<file path="src/rtl/xcore_pipe_pkg.sv">
// Shared types and constants for the Xcore pipeline sequencing controller:
// FSM states, stage indices, pc_sel encodings and the fixed lden/hold patterns.
package xcore_pipe_pkg;

   typedef enum logic {RUN, MCBUSY} pipe_state_t;

   localparam int STG_IF  = 0;
   localparam int STG_ID  = 1;
   localparam int STG_EX  = 2;
   localparam int STG_MEM = 3;
   localparam int STG_WB  = 4;
   localparam int NUM_STG = 5;

   localparam logic [1:0] PCS_SEQ  = 2'b00;
   localparam logic [1:0] PCS_BR   = 2'b01;
   localparam logic [1:0] PCS_TRAP = 2'b10;

   // Bit i of each pattern controls the register feeding stage i+1 (bit0 = IF/ID).
   localparam logic [NUM_STG-1:0] LDEN_RUN  = '1;
   localparam logic [NUM_STG-1:0] HOLD_NONE = '0;
   localparam logic [NUM_STG-1:0] LDEN_LU   = ~(5'(1) << STG_EX);
   localparam logic [NUM_STG-1:0] HOLD_LU   = (5'(1) << STG_IF) | (5'(1) << STG_ID);
   localparam logic [NUM_STG-1:0] LDEN_MC   = ~(5'(1) << STG_MEM);
   localparam logic [NUM_STG-1:0] HOLD_MC   = HOLD_LU | (5'(1) << STG_EX);
   localparam logic [NUM_STG-1:0] LDEN_BR   = ~HOLD_LU;
   localparam logic [NUM_STG-1:0] LDEN_TRAP = 5'(1) << STG_WB;

endpackage

</file>
<file path="src/rtl/xcore_pipe_vldchain.sv">
// Per-stage valid bits: each stage clears on a bubble, keeps its bit on hold,
// otherwise inherits the valid bit of the stage in front of it.
module xcore_pipe_vldchain
   import xcore_pipe_pkg::*;
(
   input  logic               clk,
   input  logic               reset,
   input  logic [NUM_STG-1:0] lden,
   input  logic [NUM_STG-1:0] hold,
   input  logic               src0,
   output logic [NUM_STG-1:0] vld
);

   logic [NUM_STG-1:0] src;

   assign src = {vld[STG_WB-1:STG_IF], src0};

   always_ff @(posedge clk or posedge reset) begin
      if (reset)
         vld <= '0;
      else
         vld <= lden & ((hold & vld) | (~hold & src));
   end

endmodule

</file>
<file path="src/rtl/xcore_pipe_ctrl.sv">
// Xcore 5-stage pipeline sequencing controller: resolves traps, redirects,
// multi-cycle EX ops and load-use stalls into per-stage lden/hold controls.
module xcore_pipe_ctrl
   import xcore_pipe_pkg::*;
#(
   parameter int MCW       = 6,
   parameter int FLUSH_CYC = 2,
   parameter int SCW       = 16
) (
   input  logic           clk,
   input  logic           reset,
   input  logic           ifu_rdy,
   input  logic           lu_hzd,
   input  logic           mc_start,
   input  logic [MCW-1:0] mc_len,
   input  logic           br_redir,
   input  logic           exc_req,
   output logic [4:0]     stg_lden,
   output logic [4:0]     stg_hold,
   output logic [4:0]     stg_vld,
   output logic [1:0]     pc_sel,
   output logic           stall_o,
   output logic           flush_o,
   output logic [SCW-1:0] stall_cnt
);

   pipe_state_t    state, state_next;
   logic [MCW-1:0] mc_cnt, mc_next;
   logic [2:0]     sq_cnt;
   logic           br_taken;
   logic           src0;

   always_ff @(posedge clk or posedge reset) begin
      if (reset) begin
         state  <= RUN;
         mc_cnt <= '0;
      end else begin
         state  <= state_next;
         mc_cnt <= mc_next;
      end
   end

   // Priority chain: trap, redirect (RUN only), busy multi-cycle, issue, load-use.
   always_comb begin
      state_next = state;
      mc_next    = mc_cnt;
      stg_lden   = LDEN_RUN;
      stg_hold   = HOLD_NONE;
      pc_sel     = PCS_SEQ;
      br_taken   = 1'b0;
      if (reset) begin
         stg_lden = '0;
      end else if (exc_req) begin
         stg_lden   = LDEN_TRAP;
         pc_sel     = PCS_TRAP;
         state_next = RUN;
         mc_next    = '0;
      end else if (br_redir && state == RUN) begin
         br_taken = 1'b1;
         stg_lden = LDEN_BR;
         pc_sel   = PCS_BR;
      end else if (state == MCBUSY) begin
         stg_lden = LDEN_MC;
         stg_hold = HOLD_MC;
         if (mc_cnt == '0)
            state_next = RUN;
         else
            mc_next = mc_cnt - MCW'(1);
      end else if (mc_start && mc_len != '0) begin
         stg_lden = LDEN_MC;
         stg_hold = HOLD_MC;
         if (mc_len > MCW'(1)) begin
            state_next = MCBUSY;
            mc_next    = mc_len - MCW'(2);
         end
      end else if (lu_hzd) begin
         stg_lden = LDEN_LU;
         stg_hold = HOLD_LU;
      end
   end

   // Squash window keeps fetch from marking instructions valid after a redirect or trap.
   always_ff @(posedge clk or posedge reset) begin
      if (reset)
         sq_cnt <= '0;
      else if (exc_req || br_taken)
         sq_cnt <= 3'(FLUSH_CYC);
      else if (sq_cnt != '0)
         sq_cnt <= sq_cnt - 3'd1;
   end

   always_ff @(posedge clk or posedge reset) begin
      if (reset)
         stall_cnt <= '0;
      else if (stall_o && stall_cnt != '1)
         stall_cnt <= stall_cnt + SCW'(1);
   end

   assign src0    = ifu_rdy & (sq_cnt == '0);
   assign stall_o = |stg_hold;
   assign flush_o = br_taken | (exc_req & ~reset) | (sq_cnt != '0);

   xcore_pipe_vldchain u_vldchain (
      .clk   (clk),
      .reset (reset),
      .lden  (stg_lden),
      .hold  (stg_hold),
      .src0  (src0),
      .vld   (stg_vld)
   );

endmodule
</file>
<file path="config.mk">
export PLATFORM = sky130hd
export DESIGN_NAME = xcore_pipe_ctrl
export DESIGN_NICKNAME = d
export VERILOG_FILES = /design/src/rtl/xcore_pipe_pkg.sv /design/src/rtl/xcore_pipe_vldchain.sv /design/src/rtl/xcore_pipe_ctrl.sv
export SDC_FILE = /design/constraint.sdc
export NUM_CORES = 1
export LEC_CHECK = 0
export ABC_AREA = 0
export BUFFER_PORTS_ARGS = -buffer_cell sky130_fd_sc_hd__buf_4
export CORE_ASPECT_RATIO = 1.75
export CORE_MARGIN = 2
export CORE_UTILIZATION = 45
export DETAILED_ROUTE_END_ITERATION = 8
export PLACE_DENSITY = 0.72
export SYNTH_ARGS = -nofsm -noshare
export SYNTH_HDL_FRONTEND = slang
export SYNTH_HIERARCHICAL = 1
export SYNTH_SLANG_ARGS = --single-unit
</file>
<file path="constraint.sdc">
create_clock -name clk -period 2.31 [get_ports clk]
set_clock_uncertainty 0.15 [all_clocks]
set_input_delay 0.231 -clock clk [delete_from_list [all_inputs] [get_ports clk]]
set_output_delay 0.231 -clock clk [all_outputs]
set_load 0.01 [all_outputs]
</file>
* After elaboration in Yosys (flattened, before gate mapping)
Index checks and enable logic that the tools add are counted.
Storage, ports and cells: register bits 31, bits of input ports 13, logic and storage cells 70
Operators by class: eq/ne operators 3, bitwise gates (word level) 11, add/subtract/negate cells 4, $lt $le $gt $ge 1, multiplexer cells 32, reductions and logical operators 14
Operator list (number):
- two-way mux 6 bit | 6
- two-way mux 3 bit | 8
- adder 16 x 1 -> 16 bit, second input constant | 1
- two-way mux 4 bit | 4
- inequality test 16 bit, second input constant | 1
- AND 5 bit | 2
- two-way mux 1 bit | 10
- nonzero test 3 bit | 3
- > comparator 6 x 1 -> 1 bit, second input constant | 1
- zero test 6 bit | 1
- two-way mux 2 bit | 3
- nonzero test 6 bit | 1
- subtractor 6 x 1 -> 6 bit, second input constant | 1
- subtractor 6 x 2 -> 6 bit, second input constant | 1
- AND 3 x 5 -> 5 bit | 1
- two-way mux 5 bit | 1
- NOT 3 -> 5 bit | 1
- OR 5 bit | 1
- AND reduction 5 bit | 1
- OR reduction 5 bit | 1
- logical AND 1 bit | 3
- zero test 3 bit | 1
- inequality test 3 bit, second input constant | 1
- subtractor 3 x 1 -> 3 bit, second input constant | 1
- 7 further kinds | 10

* Logic depth before layout (Yosys ltp)
Gate-level depths: netlist of the first run.
word-level depth 11, gate-level depth with buffers 7, gate-level depth less buffers 7

* Hierarchy
Netlist of the first run, hierarchy kept.
Modules (own cells, without submodules):
- xcore_pipe_ctrl | area each 1665.3 sq um, instances 1, cells an instance 176
- xcore_pipe_vldchain | area each 210.2 sq um, instances 1, cells an instance 16

* Worst setup path before layout of the first run
No wires, ideal clock.
path type reg2reg, start reg state, end reg stall_cnt[1], path slack 92 ps, setup time 128 ps, cell stages (with the launch flop) 8, path buffers 2, arrival time 1941 ps, data required time 2032 ps, cells stage by stage dfrtp_1 buf_6 or4_4 o32ai_2 a21oi_2 buf_6 nand2_4 mux2_1
Between the ends: longest elaborated chain between the ends 7
Ends and longest elaborated chain:
- start: declaration | line xcore_pipe_ctrl.sv:27 | pipe_state_t state, state_next;
- start signal: assignment | line xcore_pipe_ctrl.sv:38 | state <= state_next;
- NOT 1 bit | line xcore_pipe_ctrl.sv:58 | end else if (br_redir && state == RUN) begin
- logical AND 1 bit | line xcore_pipe_ctrl.sv:58
- two-way mux 3 bit * | line xcore_pipe_ctrl.sv:58
- two-way mux 3 bit * | line xcore_pipe_ctrl.sv:53 | end else if (exc_req) begin
- two-way mux 3 bit * | line xcore_pipe_ctrl.sv:51 | if (reset) begin
- net stg_hold[0] | line xcore_pipe_ctrl.sv:19 | output logic [4:0] stg_hold,
- OR reduction 5 bit * | line xcore_pipe_ctrl.sv:100 | assign stall_o = |stg_hold;
- logical AND 1 bit * | line xcore_pipe_ctrl.sv:95 | else if (stall_o && stall_cnt != '1)
- end signal: assignment | line xcore_pipe_ctrl.sv:96 | stall_cnt <= stall_cnt + SCW'(1);
- end: declaration | line xcore_pipe_ctrl.sv:24 | output logic [SCW-1:0] stall_cnt
The timed path passes the listed nets; every way through them passes the cells marked *. A chain may end at the register's enable or synchronous reset.

* Worst setup path after layout of the first run
start reg state, end out stg_lden[2]
Between the ends: longest elaborated chain between the ends 5
Ends and longest elaborated chain:
- NOT 1 bit | line xcore_pipe_ctrl.sv:58
- logical AND 1 bit | line xcore_pipe_ctrl.sv:58
- two-way mux 4 bit * | line xcore_pipe_ctrl.sv:58
- two-way mux 4 bit * | line xcore_pipe_ctrl.sv:53
- two-way mux 5 bit * | line xcore_pipe_ctrl.sv:51
- end: declaration | line xcore_pipe_ctrl.sv:18 | output logic [4:0] stg_lden,
Every way passes the cells marked *; elsewhere a longest branch is shown, timed or not.

==> impl_metrics.csv, run 1 <==
group,metric,value,unit
outcome,status,"finished clean",
floorplanning,rows,31,
detailed_routing,routedWlPerCell,13.7,µm
cells_and_area,insertedDiodeCount,0,
cts,cts-resized-gates,0,
cts,clock_latency,290,ps
worst_setup_path,critPathSlowestCell,"or4_4",
floorplanning,ios,48,
sta,finalCritPeriodShare,97.2,%
placed_design,numPortBuffers,45,
cells_and_area,final_cell_mix,"54 x buf_4, 31 x dfrtp_1, 15 x inv_1",
logic_synthesis,synth-main-ff-cell,"dfrtp_1",
sta,rsz0062_at_grt,"no",
global_route,grtUsageTotal,19.9,%
logic_synthesis,yosysWarnings,6,
placed_design,hpwl,3.15,mm
global_route,overflow,0,
cells_and_area,filler_cell_count,401,
cts,clockBufferDepth,2,
logic_synthesis,avgSynthCellArea,9.77,µm²
detailed_routing,drt-vias-per-instance,5.21,
placed_design,gp_congestion,0.853,
cells_and_area,multi_input_area,963,µm²
logic_synthesis,async_flop_share,100,%
power_and_ir_drop,p_comb_share,31.2,%
global_route,grt_pass1_vias,1518,
hold_path,hold_start,"mc_len[0]",
floorplanning,coreArea,4070,µm²
detailed_routing,firstDrtPassIters,4,
worst_setup_path,worst_setup_path_start_kind,"flip-flop",
worst_setup_path,crit_fanout,3,
floorplanning,dieHeight,89.4,µm
power_and_ir_drop,p_per_area,752,nW/µm²
worst_setup_path,path_cells,"or4_4 > o32a_4 > o31a_1 > buf_4",
global_route,met1_usage,21.7,%
power_and_ir_drop,p_sw_share,31.4,%
flow_run,max_cap_viol_count,0,
detailed_routing,vias,1537,
worst_setup_path,worst-setup-path-type,"flip-flop to output pin",
detailed_routing,ant_nets,0,
worst_setup_path,required,1930,ps
worst_setup_path,endpoint_kind,"output pin",
sta,whs,117,ps
floorplanning,dieArea,4720,µm²
cells_and_area,final-seq-area,776,µm²
power_and_ir_drop,p_int,0.00123,W
power_and_ir_drop,p_leak,1.15,nW
placed_design,dpl.cell_count,286,
global_route,met3_usage,4.52,%
cells_and_area,final_cells,295,
sta,clock.fmax,0.445,GHz
sta,period_needed,2240,ps
worst_setup_path,arrival,1860,ps
sta,setup-tns-final,0,ps
worst_setup_path,critPathTopFamily,"compound AO/OA/AOI/OAI gates",
hold_path,hp-class,"primary input to flip-flop",
global_route,grt_max_degree,29,
cts,clkSlewWorstSetupHoldPaths,60,ps
cts,cts_buffers,5,
logic_synthesis,synth_compound_area_share,11.7,%
worst_setup_path,worst_path_largest_cell_delay,440,ps
logic_synthesis,synth_top_family_by_area,"simple AND/OR/NAND/NOR gates",
detailed_routing,routed_wl,4.05,mm
global_route,grtUsageMet2,35.2,%
logic_synthesis,synth_edf_count,0,
logic_synthesis,syn_inst,192,
floorplanning,initial_core_util,46.1,%
logic_synthesis,netlist_area,1880,µm²
sta,setup_viol,0,
cells_and_area,drive_gt1_share,27.6,%
logic_synthesis,synth_xor_area_share,8.41,%
logic_synthesis,synth.distinct_cells,49,
cts,clockRootBuffer,"clkbuf_8",
power_and_ir_drop,p_clk_share,28.6,%
cells_and_area,layout_commonest_cell,"buf_4",
power_and_ir_drop,seqPwrFrac,40.2,%
global_route,grt_pass1_wl,6.86,mm
detailed_routing,drcViolationCount,0,
logic_synthesis,synth_seq_cells,31,
cts,cts_num_sinks,31,
logic_synthesis,synth_mux_area_share,4.94,%
global_route,antenna_found_initial,0,
worst_setup_path,worst-path-buf-inv,1,
cells_and_area,area_delta_synth_final,26.8,%
cells_and_area,nets,265,
global_route,busiest_layer,"met2",
sta,hold_viol,0,
worst_setup_path,r2r_start,"mc_cnt[0]",
logic_synthesis,seq_area_frac_synth,41.4,%
worst_setup_path,critPathLaunch,"state",
detailed_routing,drtIter0Drc,30,
power_and_ir_drop,ir_drop,0.441,mV
cts,cts_tree,"built",
logic_synthesis,yosys.area_share.simple,21.5,%
power_and_ir_drop,p_switching,0.000563,W
cts,cts_max_level,2,
floorplanning,dieWidth,52.8,µm
sta,slew_violations,0,
logic_synthesis,synth_adder_area_share,4.00,%
synthesized netlist by cell type (2+ instances only):
library cell | n | share of area, %
a21oi_1 | 6 | 1.6
a31oi_1 | 2 | 0.67
and3_1 | 6 | 2.0
and4_1 | 2 | 0.93
buf_4 | 7 | 2.8
buf_6 | 2 | 1.2
dfrtp_1 | 31 | 41
ha_1 | 6 | 4.0
inv_1 | 15 | 3.0
mux2_1 | 2 | 1.2
mux2i_1 | 7 | 3.7
nand2_1 | 8 | 1.6
nand2b_1 | 2 | 0.67
nand3_1 | 10 | 2.7
nand4_1 | 3 | 1.0
nor2_1 | 14 | 2.8
nor2b_1 | 6 | 2.0
nor3_1 | 8 | 2.1
nor3b_1 | 2 | 0.80
nor4_1 | 2 | 0.67
o21ai_0 | 3 | 0.80
o21ai_1 | 4 | 1.1
or2_1 | 2 | 0.67
xnor2_1 | 13 | 6.1
xor2_1 | 5 | 2.3
worst reg2reg max path, cell delays in order, from the launching register on:
cell,delay (ps)
dfrtp_1,390
inv_1,90
ha_1,190
and4_1,200
o41a_1,520
or2_1,350
o21ai_1,170
power groups by stage:
stage	Sequential, W	Combinational [W]	Clock (W)
floorplan	0.000731	0.000344	0
detailed placement	0.000730	0.000557	0
CTS	0.000720	0.000565	0.000526
global placement	0.000728	0.000546	0
finish	0.000718	0.000559	0.000512
global route	0.000735	0.000638	0.000543
worst paths after layout:
kind | end | slack, ps | cells past startpoint
worst max-delay path | stg_lden[2] | 70 | 4
worst max register to register | mc_cnt[4] | 190 | 6
worst min-delay path | mc_cnt[0] | 120 | 3
max in group asynchronous | stall_cnt[12] | 1240 | 4
worst min register to register | stall_cnt[9] | 340 | 1
min in group asynchronous | u_vldchain/vld[4] | 290 | 3
stage by stage:
stage	area [µm²]	util (%)	total power [W]	setup WS [ps]
6_report	2380	58.4	0.00179	65.2
5_1_grt	2380	58.4	0.00192	30.7
4_1_cts	2380	58.4	0.00181	12.7
3_5_place_dp	2260	55.5	0.00129	129
3_3_place_gp	2260	55.5	0.00127	179
2_1_floorplan	1890	-	0.00108	91.5
state kept, by name, summed over array words and instances (netlist names):
register	count
mc_cnt	6
sq_cnt	3
stall_cnt	16
state	1
u_vldchain/vld	5
kinds of logic (layout without fill, tap and decap cells):
kind of cell / after synthesis / count (layout)
compound gates: 27 / 27
xor+xnor: 18 / 18
fa+ha+maj: 6 / 6
buf+inv: 27 / 78
flops: 31 / 31
mux: 9 / 9
other cells: 1 / 4
simple gates: 73 / 73
final cells by class:
type,instances,share of cell area (%)
Clock inverter,1,1.26
Timing Repair Buffer,55,17.5
Multi-Input combinational cell,137,40.5
Sequential cell,31,32.6
Tap cell,49,2.58
Inverter,16,2.52
Clock buffer,6,3.05
per-layer routing:
| layer | share of wire (%) | wire (µm) |
|---|---|---|
| met1 | 38 | 1520 |
| met2 | 55 | 2210 |
| met3 | 5.4 | 218 |
| met4 | 2.4 | 98 |
| met5 | 0 | 0 |
what timing repair did:
action	in CTS	in global routing
buffers inserted	1	0
setup endpoints to repair	4	1
endpoints found under the hold margin	31	0
pin swaps	2	1
hold buffers	1	0
Note: power is estimated with default switching activity, not from simulation.
==> inputs of run 2 (changes only) <==
Settings changed: SLEW_MARGIN from default to 20.
Clock period 2.31 ns to 2.05 ns, I/O delays scaled along.
==> run 2 against run 1 <==
  * The flow now finishes with violations (setup timing)
  * First-iteration DRC count is 50% higher
  * Critical path depth stayed put
  * Sequential share of layout area is 3.7 points lower
  * Clock power is 10% lower
  * Clock-buffer cell count is 1 higher
  * Global-route usage is 1.8 points higher
  * Via count is 9.3% higher
  * Sequential power is 13% higher
  * Largest power group unchanged
==> impl_metrics.csv, run 2 (synthesis gave the netlist of run 1 again) <==
group,metric,value,unit
outcome,status,"finished with violations",
outcome,violations,"setup timing",
sta,finalCritPeriodShare,109,%
flow_run,max_cap_viol_count,0,
worst_setup_path,worst-setup-path-type,"flip-flop to output pin",
cells_and_area,largest_reg_flops,16,
floorplanning,initial_core_util,46.1,%
cts,cts_tree,"built",
cts,clock_latency,280,ps
floorplanning,ios,48,
hold_path,hp-class,"primary input to flip-flop",
sta,slew_violations,0,
placed_design,dpl.cell_count,299,
cells_and_area,area_delta_synth_final,42.8,%
floorplanning,dieHeight,89.4,µm
detailed_routing,vias,1680,
placed_design,pre_cts_ws,-34.7,ps
worst_setup_path,required,1690,ps
sta,clock.fmax,0.446,GHz
power_and_ir_drop,p_per_area,756,nW/µm²
detailed_routing,routedWlPerCell,15.9,µm
cts,clkSlewWorstSetupHoldPaths,60,ps
cells_and_area,reg_top3,"stall_cnt (16), mc_cnt (6), u_vldchain/vld (5)",
worst_setup_path,critPathTopFamily,"compound AO/OA/AOI/OAI gates",
detailed_routing,drcViolationCount,0,
power_and_ir_drop,p_leak,1.27,nW
worst_setup_path,path_cells,"or4_4 > o32a_4 > o31a_1 > buf_6",
detailed_routing,routed_wl,4.99,mm
floorplanning,dieArea,4720,µm²
cells_and_area,final_util,65.8,%
sta,hold_viol,0,
power_and_ir_drop,p_total,0.00203,W
cts,clockBufferDepth,2,
power_and_ir_drop,ir_drop,0.701,mV
worst_setup_path,worst_path_largest_cell_delay,470,ps
placed_design,hpwl,3.45,mm
global_route,grt_pass1_vias,1573,
worst_setup_path,endpoint_kind,"output pin",
worst_setup_path,critPathSlowestCell,"or4_4",
worst_setup_path,worst-path-buf-inv,1,
worst_setup_path,crit_fanout,3,
detailed_routing,drt-vias-per-instance,5.35,
global_route,grtUsageTotal,21.6,%
cells_and_area,drive_gt1_share,40.4,%
cts,cts_buffers,5,
floorplanning,rows,31,
sta,setup_ws,-193,ps
sta,setup_viol,15,
cells_and_area,insertedDiodeCount,0,
placed_design,numPortBuffers,45,
sta,period_needed,2240,ps
cells_and_area,final_cell_mix,"61 x buf_4, 31 x dfrtp_1, 15 x inv_1",
detailed_routing,drtIter0Drc,45,
detailed_routing,firstDrtPassIters,4,
sta,setup-tns-final,-1790,ps
detailed_routing,ant_nets,0,
global_route,overflow,0,
cells_and_area,final_cells,314,
worst_setup_path,worst_setup_path_start_kind,"flip-flop",
cells_and_area,layout_commonest_cell,"buf_4",
floorplanning,dieWidth,52.8,µm
global_route,antenna_found_initial,0,
global_route,grt_pass1_wl,7.49,mm
cells_and_area,max_flop_register,"stall_cnt",
sta,rsz0062_at_grt,"yes",
cells_and_area,nets,283,
cts,cts_max_level,2,
floorplanning,coreArea,4070,µm²
cts,cts_num_sinks,31,
worst_setup_path,arrival,1890,ps
cts,clockRootBuffer,"clkbuf_8",
global_route,grt_max_degree,29,
placed_design,gp_congestion,0.887,
[run 2: metal layers]
layer / wire [µm] / vias up / track usage (%)
met4: 106 / 0 / 7.69
li1: - / 796 / -
met1: 1920 / 817 / 25.5
met3: 221 / 10 / 3.85
met2: 2740 / 57 / 38.4
met5: 0 / - / 0
[run 2: worst paths after layout]
check,start,endpoint,slack [ps],depth (start not counted)
max in group asynchronous,reset,stall_cnt[4],990,4
min in group asynchronous,reset,u_vldchain/vld[2],280,3
min reg2reg,stall_cnt[9],stall_cnt[9],360,1
min,mc_len[0],mc_cnt[0],110,3
max,state,stg_lden[2],-190,4
max reg2reg,state,stall_cnt[7],-130,6
[run 2: worst min-delay path, cell delays in order]
cell and delay [ps]:
buf_4 120, mux2i_1 70, o21ai_1 110
[run 2: what timing repair did]
action	in CTS	in global routing
hold buffers	1	0
endpoints found under the hold margin	31	0
gates cloned	0	0
resized for setup	16	24
setup endpoints to repair	7	29
setup buffers	5	3
pin swaps	4	10
[run 2: cell type report]
cell class                      count  area, µm²
Clock buffer                        7       76.3
Clock inverter                      1       5.00
Fill cell                         337       1390
Inverter                           16       60.1
Multi-Input combinational cell    137       1100
Sequential cell                    31        776
Tap cell                           49       61.3
Timing Repair Buffer               73        596
[run 2: report_power, final]
group	leakage (nW)	internal [W]	switching, W	total, W
registers	0.407	0.000716	0.0000928	0.000809
logic	0.825	0.000387	0.000370	0.000757
clock network	0.0422	0.000238	0.000223	0.000461
total	1.27	0.00134	0.000686	0.00203
[run 2: through the flow]
step,hold slack [ps],area (µm²)
global placement,19.4,2370
CTS,103,2560
floorplan,-166,1900
finish,111,2680
global route,153,2680
detailed placement,18.0,2370
